File: src/rtl/piso_tx.sv
// Parallel-in serial-out transmitter: LSB-first shifting with a one-word holding
// buffer so back-to-back words stream without idle bits.
module piso_tx #(
    parameter int unsigned WIDTH = 4
) (
    input  logic             clock,
    input  logic             reset,
    input  logic [WIDTH-1:0] data,
    input  logic             load_valid,
    output logic             load_ready,
    input  logic             shift_en,
    output logic             sout,
    output logic             sout_valid,
    output logic             frame,
    output logic             done
);

    localparam int unsigned CW = (WIDTH > 2) ? $clog2(WIDTH) : 1;
    localparam logic [CW-1:0] LAST = CW'(WIDTH - 1);

    typedef enum logic {StIdle, StShift} state_t;

    state_t           state_q, state_d;
    logic [WIDTH-1:0] sreg_q, sreg_d;
    logic [WIDTH-1:0] hold_q, hold_d;
    logic [CW-1:0]    cnt_q, cnt_d;
    logic             hold_full_q, hold_full_d;
    logic             done_q, done_d;
    logic             accept;

    assign accept = load_valid && load_ready;

    always_ff @(posedge clock or negedge reset) begin
        if (!reset) begin
            state_q     <= StIdle;
            sreg_q      <= '0;
            hold_q      <= '0;
            cnt_q       <= '0;
            hold_full_q <= 1'b0;
            done_q      <= 1'b0;
        end else begin
            state_q     <= state_d;
            sreg_q      <= sreg_d;
            hold_q      <= hold_d;
            cnt_q       <= cnt_d;
            hold_full_q <= hold_full_d;
            done_q      <= done_d;
        end
    end

    always_comb begin
        state_d     = state_q;
        sreg_d      = sreg_q;
        hold_d      = hold_q;
        cnt_d       = cnt_q;
        hold_full_d = hold_full_q;
        done_d      = 1'b0;
        unique case (state_q)
            StIdle: begin
                if (accept) begin
                    sreg_d  = data;
                    cnt_d   = '0;
                    state_d = StShift;
                end
            end
            StShift: begin
                if (shift_en && cnt_q == LAST) begin
                    done_d = 1'b1;
                    cnt_d  = '0;
                    if (hold_full_q) begin
                        sreg_d      = hold_q;
                        hold_full_d = 1'b0;
                        if (accept) begin
                            hold_d      = data;
                            hold_full_d = 1'b1;
                        end
                    end else if (accept) begin
                        // Bypass the empty hold so the new word follows with no gap.
                        sreg_d = data;
                    end else begin
                        state_d = StIdle;
                    end
                end else begin
                    if (shift_en) begin
                        sreg_d = sreg_q >> 1;
                        cnt_d  = cnt_q + CW'(1);
                    end
                    if (accept) begin
                        hold_d      = data;
                        hold_full_d = 1'b1;
                    end
                end
            end
            default: state_d = StIdle;
        endcase
    end

    assign load_ready = reset && !hold_full_q;
    assign sout       = sreg_q[0];
    assign sout_valid = (state_q == StShift);
    assign frame      = (state_q == StShift) && (cnt_q == '0);
    assign done       = done_q;

endmodule

File: config.mk
export PLATFORM = sky130hd
export DESIGN_NAME = piso_tx
export DESIGN_NICKNAME = d
export VERILOG_FILES = /design/src/rtl/piso_tx.sv
export SDC_FILE = /design/constraint.sdc
export NUM_CORES = 1
export LEC_CHECK = 0
export BUFFER_PORTS_ARGS = -buffer_cell sky130_fd_sc_hd__buf_2
export CELL_PAD_IN_SITES_DETAIL_PLACEMENT = 0
export CELL_PAD_IN_SITES_GLOBAL_PLACEMENT = 1
export CORE_MARGIN = 1.5
export CORE_UTILIZATION = 43
export CTS_CLUSTER_SIZE = 24
export DETAILED_ROUTE_END_ITERATION = 8
export HOLD_SLACK_MARGIN = 0.05
export PLACE_DENSITY_LB_ADDON = 0.1
export SYNTH_ARGS = -nofsm -noshare
export SYNTH_HDL_FRONTEND = slang
export SYNTH_SLANG_ARGS = --single-unit
File: constraint.sdc
create_clock -name clock -period 3.3 [get_ports clock]
set_input_delay 0 -clock clock [delete_from_list [all_inputs] [get_ports clock]]
set_output_delay 0 -clock clock [all_outputs]
set_load 0.01 [all_outputs]
==> reports/results.tsv <==
metric	value	unit
Final Hold Fails	0	
initial DRC count	16	
Post-CTS Setup Bufs	0	
largest net degree at the start of global routing	20	
Max-Cap Viols	0	
most frequent cell after synthesis	dfrtp_1	
CTS H-Tree Depth	1	
Power Density	777	nW/um^2
Clock Path Buffers	2	
Pleak	0.000395	uW
die area	1960	um^2
cell breakdown of the critical path	dlygate4sd3_1, buf_2, and3b_1, nand3_2, mux2_2	
placed inst area	790	um^2
fmax	0.633	GHz
DRC viols	0	
fin crit period	1580	ps
Critical Path AT	1750	ps
leading area contributor after synthesis	dfrtp_1	
Resized cells post-CTS	0	
Mapped Area	733	um^2
# diodes	0	
largest stage delay on the critical path	520	ps
total track usage	17.4	%
CP startpoint kind	primary input	
Routed wire per std cell	14.1	um
asr flop ratio synth	100	%
Hold WC Path Type	primary input to flip-flop	
initial antenna violation count	0	
clk sinks	13	
CP Data Required Time	3470	ps
worst relative slew slack	63.4	%
syn avg cell area	10.0	um^2
Initial Utilization	47.0	%
Worst Tran Pin Value	549	ps
Post-synth EDFFs	0	
IO Pins	13	
Post-synth top flop	dfrtp_1	
TNS Setup	0	ps
worst-path maximum fanout	18	
Buf/Inv on CP	2	
Synthesized Nets	83	
Clock Pin Slew Worst Setup and Hold Paths	90	ps
Final ANT Viol Nets	0	
delay-heaviest family, CP	buffers and inverters	
part of the cycle the worst path needs	47.8	%
Tot Pwr	674	uW
cts hold-fix bufs	5	
fraction of layout cells with a size suffix above 1	25.8	%
Max stage delay cell, worst path	dlygate4sd3_1	
total global routing overflow	0	
# rows	14	
sequential-to-total area share from yosys stat	44.4	%
Total Wirelength	1480	um
Vias	601	
Post-DP HPWL	1050	um
share of the synthesized area in the top cell type	44.4	%
crit end category	flip-flop	
top post-synthesis cells by area	dfrtp_1 (44%), mux2_2 (6.1%), nand2_1 (4.1%), nand3b_1 (4.1%), a21oi_1 (3.4%)	
top cells by count, synth	dfrtp_1 (13), nand2_1 (8), a21oi_1 (5)	
Post-Synthesis Cells	73	
synthesis-to-finish area growth	18.3	%
flops & latches, synth	13	
final hold slack	102	ps
number of buffers added on ports	12	
RSZ-0062 raised after global routing	false	
Routability Congestion	0.740	
post-route cell area	867	um^2
Max Slew Vio Count	0	
clk_lat worst skew	280	ps
clock skew	2.73	ps
worst slack, placed	1760	ps
Syn. warnings	0	
CORE AREA	1560	um^2
first-pass GRT wire length	2480	um
post-synth cell types	30	
1st-pass router iterations	6	
Clk Tree Root Cell	clkbuf_4	
final setup violation count	0	
CTS tree	built	
die width	44.3	um
Vias per Instance	5.72	
final net count	100	
maximum VDD drop	0.410	mV
TritonCTS buffer count	3	
die height	44.3	um
setup ws final	1720	ps
outcome	finished clean	
vias in the first global route	521	
Worst Path Class, Setup	primary input to flip-flop	
==> per-layer routing <==
metal / vias up / routed length [um] / share of wire, % / global-route usage, %
li1: 299 / - / - / -
met1: 285 / 763 / 51 / 27.5
met2: 17 / 651 / 44 / 22.6
met3: 0 / 68 / 4.6 / 4.90
met4: 0 / 0 / 0 / 5.45
met5: - / 0 / 0 / 0
==> cells in the final DEF, fill, tap and decap left out <==
master / Yosys / final
dfrtp_1: 13 / 13
buf_2: 4 / 12
nand2_1: 8 / 8
a21oi_1: 5 / 5
dlygate4sd3_1: 0 / 5
nand3b_1: 4 / 4
mux2_2: 4 / 4
nor2b_1: 3 / 3
o21ai_0: 3 / 3
clkbuf_4: 0 / 3
inv_1: 2 / 2
a32o_1: 2 / 2
nor2_1: 2 / 2
o211ai_1: 2 / 2
a31oi_1: 2 / 2
a211o_1: 2 / 2
ha_1: 2 / 2
and2_1: 1 / 1
nand2_2: 1 / 1
and3_1: 1 / 1
and3b_1: 1 / 1
nand3_2: 1 / 1
o2111ai_1: 1 / 1
a311oi_2: 1 / 1
o21ai_1: 1 / 1
nor3b_1: 1 / 1
a221o_1: 1 / 1
nand2b_1: 1 / 1
o21a_1: 1 / 1
a32oi_1: 1 / 1
o2bb2ai_1: 1 / 1
clkinv_2: 0 / 1
==> power breakdown <==
group          internal [uW]  switching, uW  leakage [uW]
registers                228           89.4      0.000161
logic                    139            115      0.000216
clock network           44.9           57.5     0.0000177
total                    412            262      0.000395
==> cell families (layout without fill, tap and decap cells) <==
kind of cell / Yosys count / count (layout) / share of synthesized area (%)
DFF: 13 / 13 / 44.4
muxes: 4 / 4 / 6.14
adders and majority gates: 2 / 2 / 3.41
buffers and inverters: 7 / 23 / 4.27
AOI/OAI and AO/OA: 23 / 23 / 23.0
and+or+nand+nor: 24 / 24 / 18.8
==> per-stage QoR <==
step / utilization [%] / cells
CTS: 55.6 / 105
detailed placement: 50.6 / 96
global placement: 50.6 / 96
finish: 55.6 / 105
floorplan: - / 73
global route: 55.6 / 105
==> worst reg2reg max path, delay by kind of cell, from the launching register on <==
family	cells	cell delay (ps)
DFF	1	390
AOI/OAI and AO/OA	3	630
adders and majority gates	1	300
and+or+nand+nor	1	150
==> final timing paths <==
kind	cells after the start	startpoint	end	slack, ps
min	2	shift_en	cnt_q[1]$_DFFE_PN0P_	100
min reg2reg	1	sreg_q[3]$_DFFE_PN0P_	sreg_q[3]$_DFFE_PN0P_	500
max reg2reg	5	cnt_q[0]$_DFFE_PN0P_	sreg_q[0]$_DFFE_PN0P_	1730
max	5	reset	hold_q[0]$_DFFE_PN0P_	1720
min in group asynchronous	2	reset	sout_valid$_DFF_PN0_	170
max in group asynchronous	2	reset	hold_q[2]$_DFFE_PN0P_	2860
==> layout make-up <==
cell class,count,area [um^2]
clock buffers,3,22.5
clock inverters,1,5.00
fillers,150,692
inverters,2,7.51
multi-input cells,53,377
flip-flops and latches,13,325
well taps,16,20.0
repair buffers,17,110
==> state kept, by name, summed over array words and instances, names as in the netlist <==
name and flops:
cnt_q 2, done 1, hold_full_q 1, hold_q 4, sout_valid 1, sreg_q 4
Note: power is estimated with default switching activity, not from simulation.
